[src/rtl/phrase_vram_writer.sv]
// phrase_vram_writer: walks the NUM_CH x ROWS phrase table row-major, expands
// each 16-bit entry into eight ASCII cells ("C#5 45 2") and writes them to
// text VRAM as four packed 32-bit words over a stall-able write port.
// Optional feature macro: PHRASE_CURSOR_EN (cursor highlight via IV bits).
module phrase_vram_writer #(
  parameter int unsigned NUM_CH     = 4,
  parameter int unsigned ROWS       = 16,
  parameter int unsigned VRAM_AW    = 11,
  parameter int unsigned BASE_ADDR  = 0,
  parameter int unsigned ROW_STRIDE = 40,
  parameter logic [3:0]  FGD_IDX    = 4'hF,
  parameter logic [3:0]  BKG_IDX    = 4'h0,
  localparam int unsigned PH_AW     = (NUM_CH * ROWS > 1) ? $clog2(NUM_CH * ROWS) : 1
) (
  input  logic               clk,
  input  logic               reset,
  input  logic               start,
  output logic               busy,
  output logic               done,
  output logic [PH_AW-1:0]   ph_addr,
  output logic               ph_rd,
  input  logic [15:0]        ph_data,
  output logic [VRAM_AW-1:0] vram_addr,
  output logic [31:0]        vram_wdata,
  output logic               vram_we,
  input  logic               vram_ready
`ifdef PHRASE_CURSOR_EN
  ,
  input  logic [PH_AW-1:0]   cursor_ch,
  input  logic [PH_AW-1:0]   cursor_row,
  input  logic [1:0]         cursor_sel
`endif
);

  localparam int unsigned ROW_W = (ROWS > 1) ? $clog2(ROWS) : 1;
  localparam int unsigned CH_W  = (NUM_CH > 1) ? $clog2(NUM_CH) : 1;

  localparam logic [2:0] S_IDLE  = 3'd0;
  localparam logic [2:0] S_FETCH = 3'd1;
  localparam logic [2:0] S_WAIT  = 3'd2;
  localparam logic [2:0] S_EMIT  = 3'd3;
  localparam logic [2:0] S_DONE  = 3'd4;

  localparam logic [6:0] CH_DASH  = 7'h2D;
  localparam logic [6:0] CH_SHARP = 7'h23;
  localparam logic [6:0] CH_SPACE = 7'h20;
  localparam logic [6:0] CH_ZERO  = 7'h30;

  logic [2:0]       state_q, state_d;
  logic [ROW_W-1:0] row_q, row_d;
  logic [CH_W-1:0]  ch_q, ch_d;
  logic [1:0]       k_q, k_d;
  logic             pend_q, pend_d;
  logic [7:0][6:0]  code_q, code_d;
  logic [7:0]       iv_q, iv_d;

  logic             last_row;
  logic             last_ch;
  logic             accept;
  logic [15:0]      cell_lo;
  logic [15:0]      cell_hi;

  // Expand one phrase entry into its eight display codes, left cell first:
  // letter, sharp, octave, ' ', vol tens, vol ones, ' ', instrument.
  function automatic logic [7:0][6:0] decode_entry(input logic [15:0] e);
    logic [7:0]      note;
    logic [5:0]      vol;
    logic [1:0]      inst;
    logic [3:0]      oct;
    logic [3:0]      idx;
    logic [2:0]      tens;
    logic [3:0]      ones;
    logic [6:0]      letter;
    logic [6:0]      sharp;
    logic [6:0]      octc;
    logic [7:0][6:0] r;
    note = e[15:8];
    vol  = e[7:2];
    inst = e[1:0];
    oct  = 4'(note / 8'd12);
    idx  = 4'(note % 8'd12);
    tens = 3'(vol / 6'd10);
    ones = 4'(vol % 6'd10);
    case (idx)
      4'd0, 4'd1:  letter = 7'h43;  // C
      4'd2, 4'd3:  letter = 7'h44;  // D
      4'd4:        letter = 7'h45;  // E
      4'd5, 4'd6:  letter = 7'h46;  // F
      4'd7, 4'd8:  letter = 7'h47;  // G
      4'd9, 4'd10: letter = 7'h41;  // A
      default:     letter = 7'h42;  // B
    endcase
    case (idx)
      4'd1, 4'd3, 4'd6, 4'd8, 4'd10: sharp = CH_SHARP;
      default:                       sharp = CH_DASH;
    endcase
    octc = CH_ZERO + {3'b000, oct};
    // Notes 108 and above mark an empty slot: blank the pitch cells only.
    if (note >= 8'd108) begin
      letter = CH_DASH;
      sharp  = CH_DASH;
      octc   = CH_DASH;
    end
    r[0] = letter;
    r[1] = sharp;
    r[2] = octc;
    r[3] = CH_SPACE;
    r[4] = CH_ZERO + {4'b0000, tens};
    r[5] = CH_ZERO + {3'b000, ones};
    r[6] = CH_SPACE;
    r[7] = CH_ZERO + {5'b00000, inst};
    return r;
  endfunction

  assign last_row = (row_q == ROW_W'(ROWS - 1));
  assign last_ch  = (ch_q == CH_W'(NUM_CH - 1));
  assign accept   = (state_q == S_EMIT) && vram_ready;

  // Next-state logic: scan sequencing, counter advance and restart bookkeeping.
  always_comb begin
    state_d = state_q;
    row_d   = row_q;
    ch_d    = ch_q;
    k_d     = k_q;
    pend_d  = pend_q;
    code_d  = code_q;
    iv_d    = iv_q;
    case (state_q)
      S_IDLE: begin
        if (start) begin
          state_d = S_FETCH;
          row_d   = '0;
          ch_d    = '0;
          pend_d  = 1'b0;
        end
      end
      S_FETCH: begin
        state_d = S_WAIT;
      end
      S_WAIT: begin
        state_d = S_EMIT;
        k_d     = '0;
        code_d  = decode_entry(ph_data);
        iv_d    = '0;
`ifdef PHRASE_CURSOR_EN
        if ((cursor_ch == PH_AW'(ch_q)) && (cursor_row == PH_AW'(row_q))) begin
          case (cursor_sel)
            2'b00:   iv_d = 8'b0000_0011;
            2'b01:   iv_d = 8'b0000_0100;
            2'b10:   iv_d = 8'b0011_0000;
            default: iv_d = 8'b1000_0000;
          endcase
        end
`endif
      end
      S_EMIT: begin
        if (accept) begin
          if (k_q == 2'd3) begin
            k_d = '0;
            if (last_ch) begin
              ch_d  = '0;
              row_d = last_row ? '0 : row_q + 1'b1;
            end else begin
              ch_d = ch_q + 1'b1;
            end
            state_d = (last_row && last_ch) ? S_DONE : S_FETCH;
          end else begin
            k_d = k_q + 1'b1;
          end
        end
      end
      S_DONE: begin
        // A start seen during the scan, or arriving right now, chains a new
        // pass without passing through IDLE.
        if (pend_q || start) begin
          state_d = S_FETCH;
          row_d   = '0;
          ch_d    = '0;
          pend_d  = 1'b0;
        end else begin
          state_d = S_IDLE;
        end
      end
      default: begin
        state_d = S_IDLE;
      end
    endcase
    if (start && (state_q != S_IDLE) && (state_q != S_DONE)) begin
      pend_d = 1'b1;
    end
  end

  // State and datapath registers with asynchronous reset.
  always_ff @(posedge clk or posedge reset) begin
    if (reset) begin
      state_q <= S_IDLE;
      row_q   <= '0;
      ch_q    <= '0;
      k_q     <= '0;
      pend_q  <= 1'b0;
      code_q  <= '0;
      iv_q    <= '0;
    end else begin
      state_q <= state_d;
      row_q   <= row_d;
      ch_q    <= ch_d;
      k_q     <= k_d;
      pend_q  <= pend_d;
      code_q  <= code_d;
      iv_q    <= iv_d;
    end
  end

  // Word assembly: current k selects a cell pair; outputs are forced to zero
  // outside EMIT so the port is quiet (and zero right after reset).
  always_comb begin
    cell_lo    = {iv_q[{k_q, 1'b0}], code_q[{k_q, 1'b0}], FGD_IDX, BKG_IDX};
    cell_hi    = {iv_q[{k_q, 1'b1}], code_q[{k_q, 1'b1}], FGD_IDX, BKG_IDX};
    vram_we    = (state_q == S_EMIT);
    vram_wdata = '0;
    vram_addr  = '0;
    if (state_q == S_EMIT) begin
      vram_wdata = {cell_hi, cell_lo};
      vram_addr  = VRAM_AW'(BASE_ADDR + 32'(row_q) * ROW_STRIDE
                            + 32'(ch_q) * 32'd4 + 32'(k_q));
    end
  end

  // Status and phrase-read outputs decoded from the state register.
  always_comb begin
    busy    = (state_q != S_IDLE);
    done    = (state_q == S_DONE);
    ph_rd   = (state_q == S_FETCH);
    ph_addr = PH_AW'(32'(ch_q) * ROWS + 32'(row_q));
  end

endmodule
[config.mk]
export PLATFORM = sky130hd
export DESIGN_NAME = phrase_vram_writer
export DESIGN_NICKNAME = d
export VERILOG_FILES = /design/src/rtl/phrase_vram_writer.sv
export SDC_FILE = /design/constraint.sdc
export NUM_CORES = 1
export LEC_CHECK = 0
export BUFFER_PORTS_ARGS = -buffer_cell sky130_fd_sc_hd__buf_2
export CAP_MARGIN = 10
export CORE_ASPECT_RATIO = 0.6
export CORE_MARGIN = 3
export CORE_UTILIZATION = 40
export CTS_CLUSTER_DIAMETER = 30
export DETAILED_ROUTE_END_ITERATION = 8
export MAX_ROUTING_LAYER = met4
export PLACE_DENSITY = 0.73
export SYNTH_ARGS = -nofsm -noshare
export SYNTH_HDL_FRONTEND = slang
export SYNTH_SLANG_ARGS = --single-unit
[constraint.sdc]
create_clock -name clk -period 2.65 [get_ports clk]
set_clock_uncertainty 0.05 [all_clocks]
set_input_delay 0.53 -clock clk [delete_from_list [all_inputs] [get_ports clk]]
set_output_delay 0.53 -clock clk [all_outputs]
set_load 0.02 [all_outputs]
[Word level (Yosys, flattened, before mapping)]
Memory sizes are Yosys's and may differ from the RTL's.
Cells that the tools add are included.
Storage, ports and cells
  flip-flop bits (word level): 55
  ROM bits: 48
  output and inout port bits: 53
  logic and storage cells: 106
  memories: 1
Memory list
  (name not given): depth 16, bits a word 3, read ports 1, clocked after memory_dff 0, write ports 0, line 84  | case (idx)
Cells by class
  $add $sub $neg: 10
  multiply operators: 1
  divide/modulo/power cells: 4
  $lt $le $gt $ge: 3
  equality and inequality tests: 20
  mux-type cells: 39
  reduce and logical (&&, ||, !) cells: 16
Operator list (number)
  two-way mux 7 bit: 5
  two-way mux 32 bit: 1
  binary-select mux 7 bit (select 2 bit): 2
  two-way mux 4 bit: 7
  one-hot mux 3 bit (5 select lines): 1
  adder 6 x 4 -> 7 bit (first input constant): 2
  two-way mux 2 bit: 7
  == test 4 bit (second input constant): 3
  two-way mux 3 bit: 4
  one-hot mux 4 bit (3 select lines): 1
  adder 10 x 4 -> 11 bit: 1
  adder 11 x 2 -> 11 bit: 1
  two-way mux 11 bit: 1
  nonzero test 3 bit: 3
  divider 8 x 4 -> 8 bit (second input constant): 1
  >= comparator 8 x 7 -> 1 bit (second input constant): 1
  < comparator 3 x 4 -> 1 bit (second input constant): 2
  modulo 8 x 4 -> 8 bit (second input constant): 1
  inequality test 2 x 1 -> 1 bit (second input constant): 4
  adder 6 x 2 -> 7 bit (first input constant): 1
  adder 6 x 3 -> 7 bit (first input constant): 1
  multiplier 4 x 3 -> 7 bit (second input constant): 1
  adder 6 x 4 -> 6 bit: 1
  divider 6 x 4 -> 6 bit (second input constant): 1
  27 further kinds: 40

[Logic depth before layout (Yosys ltp)]
Gate-level depths: netlist of run 1.
  word-level depth: 6
  gate-level depth with buffers: 10
  mapped depth without buffers: 9

[Worst setup path before layout of run 1]
Ideal clock, no wire load.
  path kind: register -> output
  start: reg row_q[1]
  end: out vram_addr[10]
  arrival: 2.526 ns
  data required time: 2.070 ns
  setup slack: -0.456 ns
  stages on the path, launching flop included: 7
  path buffers: 0
  cell sequence: dfrtp_1 > ha_1 > ha_1 > fa_1 > and3_1 > nand3_1 > nor4_1
On the way
  cells in the longest elaborated chain, start to end: 4
Ends and longest elaborated chain
  start: declaration: line 50  | logic [ROW_W-1:0] row_q, row_d;
  start signal: assignment: line 205  | row_q <= row_d;
  multiplier 4 x 3 -> 7 bit: line 224  | vram_addr = VRAM_AW'(BASE_ADDR + 32'(row_q) * ROW_STRIDE
  adder 10 x 4 -> 11 bit: line 225  | + 32'(ch_q) * 32'd4 + 32'(k_q));
  adder 11 x 2 -> 11 bit: line 225
  two-way mux 11 bit: line 222  | if (state_q == S_EMIT) begin
  end: declaration: line 23  | output logic [VRAM_AW-1:0] vram_addr,
Every way passes these cells.

[Worst setup path in the final report of run 1]
  start: reg row_q[1]
  end: out vram_addr[9]
The elaborated chain is that of the path after synthesis.

==> results of run 1 <==
## final cells by class
cell class	count	area, µm²	share of cell area
Tap cell	100	125	0.0349
Clock inverter	1	7.51	0.00210
Multi-Input combinational cell	296	1980	0.553
Clock buffer	7	143	0.0398
Sequential cell	33	831	0.232
Timing Repair Buffer	76	435	0.122
Inverter	16	60.1	0.0168
## through the flow
step | total power [W] | cell area, µm² | hold WS (ps) | worst slack (ps)
after global placement | 0.00242 | 3370 | 408 | 53.0
after global routing | 0.00325 | 3580 | 335 | -295
after CTS | 0.00303 | 3570 | 309 | -206
after floorplan | 0.00203 | 3110 | 395 | -24.0
after detailed placement | 0.00244 | 3370 | 417 | 27.4
final | 0.00301 | 3580 | 286 | -208
## where the power goes
group	internal (W)	switching, W
registers	0.000684	0.000158
logic	0.000573	0.00102
clock network	0.000373	0.000200
total	0.00163	0.00138
## state kept, by name (all words and copies together), names as in the netlist
name     flops
code_q      21
row_q        4
state_q      3
ch_q         2
k_q          2
pend_q       1
## cells in the final DEF (no fill, tap or decap), types with 3 or more instances in the layout
cell type   n
o21a_1      4
xnor2_1     5
o31ai_1     3
inv_1      14
buf_4      17
and3_1      6
nand2_1    46
o22ai_1     3
a31oi_1     3
buf_2      57
a21oi_1    29
clkbuf_16   5
dfrtp_1    29
xor2_1      4
nor2b_1     5
nor2_2      3
mux2i_1    11
a21o_1      3
ha_1       13
conb_1     11
nor3_1      9
or3_1       3
o21ai_0    19
a32o_1      3
dfrtp_2     4
o211ai_1    4
nand2b_1    6
nand3_1    10
nor2_1     37
## routing by layer
layer,vias to the layer above,part of all wire,GRT usage
li1,1413,-,-
met1,1291,0.51,0.261
met2,85,0.43,0.263
met3,4,0.057,0.0318
met4,0,0.0064,0.0377
met5,-,0,-
## repair_timing
item                       in CTS  in global routing
pin swaps                       5                  1
hold buffers                    0                  0
gates resized for setup        10                  0
buffers inserted                1                  1
gates cloned                    0                  0
setup endpoints to repair       4                  4
## worst max-delay path by stage
stage / start / to / slack, ps / depth (start not counted)
detailed placement: row_q[3] / vram_addr[9] / 30 / 8
global placement: row_q[3] / vram_addr[8] / 50 / 8
floorplan: row_q[1] / vram_addr[8] / -20 / 7
CTS: row_q[1] / vram_addr[8] / -210 / 8
global route: row_q[1] / vram_addr[8] / -300 / 8
finish: row_q[1] / vram_addr[9] / -210 / 8
## cells by family (layout without fill, tap and decap cells)
| family | after synthesis | count (layout) | share of synthesized area |
|---|---|---|---|
| other | 1 | 11 | 0.00125 |
| XOR/XNOR | 11 | 11 | 0.0320 |
| adder cells (fa/ha/maj) | 18 | 18 | 0.0757 |
| buffers and inverters | 61 | 100 | 0.109 |
| flip-flops | 33 | 33 | 0.275 |
| AND/OR/NAND/NOR | 145 | 145 | 0.237 |
| AO/OA/AOI/OAI | 98 | 98 | 0.226 |
| multiplexers | 13 | 13 | 0.0441 |
## worst max-delay path, stage by stage (launching register included)
cell	delay, ps
dfrtp_2	420
ha_4	240
ha_4	150
fa_1	490
and3_4	220
nand3_4	90
xnor2_2	150
nor2_2	100
buf_6	130
==> metrics, run 1 <==
status complete, but fails checks; HPWL after DPL between 5 and 6 mm; Cell Area, Synth 3010 µm²; RSZ-0062 raised after global routing yes; Initial Utilization 0.432; n_diodes 0; Critical Path AT 2280 ps; most frequent cell after synthesis nand2_1; number of cell rows 23; post-synth top area share 0.275; initial antenna violation count 0; clk buf depth 2; CTS tree built; Fmax achieved ~0.35 GHz; die footprint 8630 µm²; relative slew slack 0.531; PwrDens 841 nW/µm²; wire per inst 14.1 µm; final setup margin -208 ps; TritonCTS Sinks 33; die height ~73 µm; Total Wirelength 7.46 mm; count of cell types in the netlist 67; Filler cells 665; ys flop type dfrtp_1; maximum capacitance violations 0; H-Tree Depth 2; P_leak 1.69 nW; CTS Buf Count 5; dpl cells 519; FF-to-FF setup slack 450 ps; startpoint types flop; worst IR drop on VDD 0.361 mV; Total Routing Usage GR 0.180; Slew Limit Fails 0; utilization after layout 0.514; post-route insts no fill 529; RR Startpoint k_q[0]; register area share after synthesis 0.275; EDFF count, synth 0; Fin Setup TNS -595 ps; largest net degree at the start of global routing 34; via count 2793; async set or reset register ratio after synthesis 1.00; YS warnings 0; required time of the worst setup path 2070 ps; GR Overflow Total 0; # IOs 73; Register-to-Register Path Depth 6; First-pass DRT Iterations 4; Synth top cells by count 46 x nand2_1, 39 x nor2_1, 33 x dfrtp_1; DRC violations left 0; worst setup path class flop to primary output; vias in the first global route 2515; worst-skew pair later-pin latency approximately 270 ps; Least-Margin Pin Slew around 700 ps; Worst Hold Class input port to async pin; Tcrit/Tclk final 1.08; Port Buffers just over 60; Worst-path clk slew approximately 50 ps; post-detailed-route count of antenna-violating nets 0; proportion of layout cells with a drive suffix above 1 0.254; starting DRC count in detailed routing 204; vias per cell 5.28; reg2reg end row_q[1]; final hold vios 0; Die Span X around 120 µm; Post-Syn Instances 380; Seq cells post-synth 33; number of setup violations in the final report 3; post-synth top area cell dfrtp_1; Core ar. 6960 µm²; synth top area cells dfrtp_1 27%, ha_1 6.2%, nand2_1 5.7%; area grow syn2layout 19.1%; GP Congestion roughly 0.84; worst-path fanout max 2; first-pass GRT wire length 12.4 mm; final net count 464; crit end category primary output; fin crit period 2860 ps; violated checks negative setup slack; clock root buffer clkbuf_16; Mean Syn Cell Area around 7.9 µm²
No activity file was read; power rests on OpenSTA's default activity.
==> run 2: changes to the inputs <==
Clock period 2.65 ns to 3.3 ns, I/O delays scaled along.
==> metrics, run 2 (synthesis gave the netlist of run 1 again) <==
status finished clean; max reg flops 21 (unchanged); final setup margin 100 ps (+308 ps); die height 73.2 µm (unchanged); Filler cells 683 (+2.7%); PwrDens 710 nW/µm² (-15%); P_leak 1.68 nW (-0.64%); vias per cell 5.38 (+1.9%); first-pass GRT wire length 12.2 mm (-1.4%); worst IR drop on VDD 0.243 mV (-33%); worst hold slack 414 ps (+128 ps); Die Span X 118 µm (unchanged); Fmax achieved 0.313 GHz; worst-path fanout max 5 (+3); starting DRC count in detailed routing 214 (+4.9%); commonest cells after routing, fill and taps aside 61 x buf_2, 46 x nand2_1, 39 x nor2_1, 30 x dfrtp_1, 29 x a21oi_1; TritonCTS Sinks 33 (unchanged); utilization after layout 0.497 (-0.0171); FF-to-FF setup slack 1110 ps (+660 ps); Worst-path clk slew 50 ps (about the same); startpoint types flop; Reg with most FFs code_q; post-detailed-route count of antenna-violating nets 0 (unchanged); number of cell rows 23 (unchanged); pre-CTS WS 277 ps (+250 ps); fin crit period 3200 ps; clk buf depth 2 (unchanged); Worst Hold Class input port to async pin; final net count 460 (-0.86%); required time of the worst setup path 2590 ps (+520 ps); proportion of layout cells with a drive suffix above 1 0.231 (-0.0235); initial antenna violation count 0 (unchanged); Port Buffers 61 (unchanged); wire per inst 14.5 µm (+3.0%); crit end category primary output; Total Routing Usage GR 0.177 (-0.00271); CTS tree built; DRC violations left 0 (unchanged); die footprint 8630 µm² (unchanged); Critical Path AT 2490 ps (+210 ps); clock root buffer clkbuf_16; Tcrit/Tclk final 0.970; Slew Limit Fails 0 (unchanged); registers with the most flip-flops code_q (21), row_q (4), state_q (3); commonest non-fill, non-tap cell in the layout buf_2; n_diodes 0 (unchanged); final hold vios 0 (unchanged); Fin Setup TNS 0 ps (+595 ps); RSZ-0062 raised after global routing no; GR Overflow Total 0 (unchanged); Core ar. 6960 µm² (unchanged); worst setup path class flop to primary output; worst-skew pair later-pin latency 280 ps (about the same); vias in the first global route 2449 (-2.6%); area grow syn2layout 15.1%; H-Tree Depth 2 (unchanged); HPWL after DPL 5.58 mm (-2.4%); First-pass DRT Iterations 5 (+1); CTS Buf Count 5 (unchanged); GP Congestion 0.877 (+4.9%); relative slew slack 0.442 (-0.0890); via count 2824 (+1.1%); maximum capacitance violations 0 (unchanged); largest net degree at the start of global routing 34 (unchanged); Least-Margin Pin Slew 833 ps (+133 ps); number of setup violations in the final report 0 (-3); Initial Utilization 0.432 (unchanged); # IOs 73 (unchanged); Total Wirelength 7.62 mm (+2.2%)
-- run 2: cell types whose count changed in the layout (fill, tap and decap cells not counted), moves of 2 or more --
cell,before,now
buf_4,17,11
buf_2,57,61
buf_6,2,0
ha_4,2,0
nand3_4,2,0
nor2_1,37,39
nor2_2,3,1
-- run 2: worst max-delay path, stage by stage (launching register included) --
cell and delay, ps:
dfrtp_2 430, ha_1 300, ha_2 200, fa_1 520
and3_4 190, nand3_2 100, nor4_1 260, buf_2 210
-- run 2: repair_timing --
item | 4_1_cts | 5_1_grt
pin swaps | 0 | 2
resized for setup | 2 | 4
buffers inserted | 0 | 5
hold buffers | 0 | 0
setup endpoints to repair | 1 | 3
-- run 2: cell type report --
class / instances / area, µm² / area share
inverter: 16 / 60.1 / 0.0173
timing repair buffer: 72 / 388 / 0.112
clock buffer: 7 / 153 / 0.0441
sequential: 33 / 830 / 0.240
multi-input combinational: 296 / 1900 / 0.549
clock inverter: 1 / 5.00 / 0.00145
tap: 100 / 125 / 0.0361
-- run 2: per-layer routing --
metal  share of wire  up-vias  wire length [µm]  GRT usage
li1                -     1401                 -          -
met1            0.50     1335              3840      0.257
met2            0.44       79              3340      0.260
met3           0.049        9               375     0.0325
met4          0.0087        0                66     0.0312
met5               0        -                 0          -
-- run 2: power by group --
part,total (W),switching (W),internal (W)
Combinational,0.00128,0.000824,0.000456
Sequential,0.000695,0.000147,0.000548
Clock,0.000483,0.000164,0.000319
Total,0.00246,0.00114,0.00132
-- run 2: metrics by stage --
step | total power (W) | std cells | cell area (µm²)
finish | 0.00246 | 525 | 3460
global route | 0.00264 | 525 | 3460
CTS | 0.00246 | 520 | 3410
detailed placement | 0.00196 | 512 | 3250
global placement | 0.00194 | 512 | 3250
floorplan | 0.00163 | 390 | 3040
-- run 2: worst paths after layout --
path / depth (start not counted) / endpoint / startpoint
worst max-delay path: 7 / vram_addr[10] / row_q[1]
worst min-delay path: 3 / pend_q / reset
worst max register to register: 6 / row_q[0] / k_q[0]
worst min register to register: 2 / code_q[36] / code_q[36]
max in group asynchronous: 3 / row_q[2] / reset
min in group clk: 2 / code_q[36] / code_q[36]
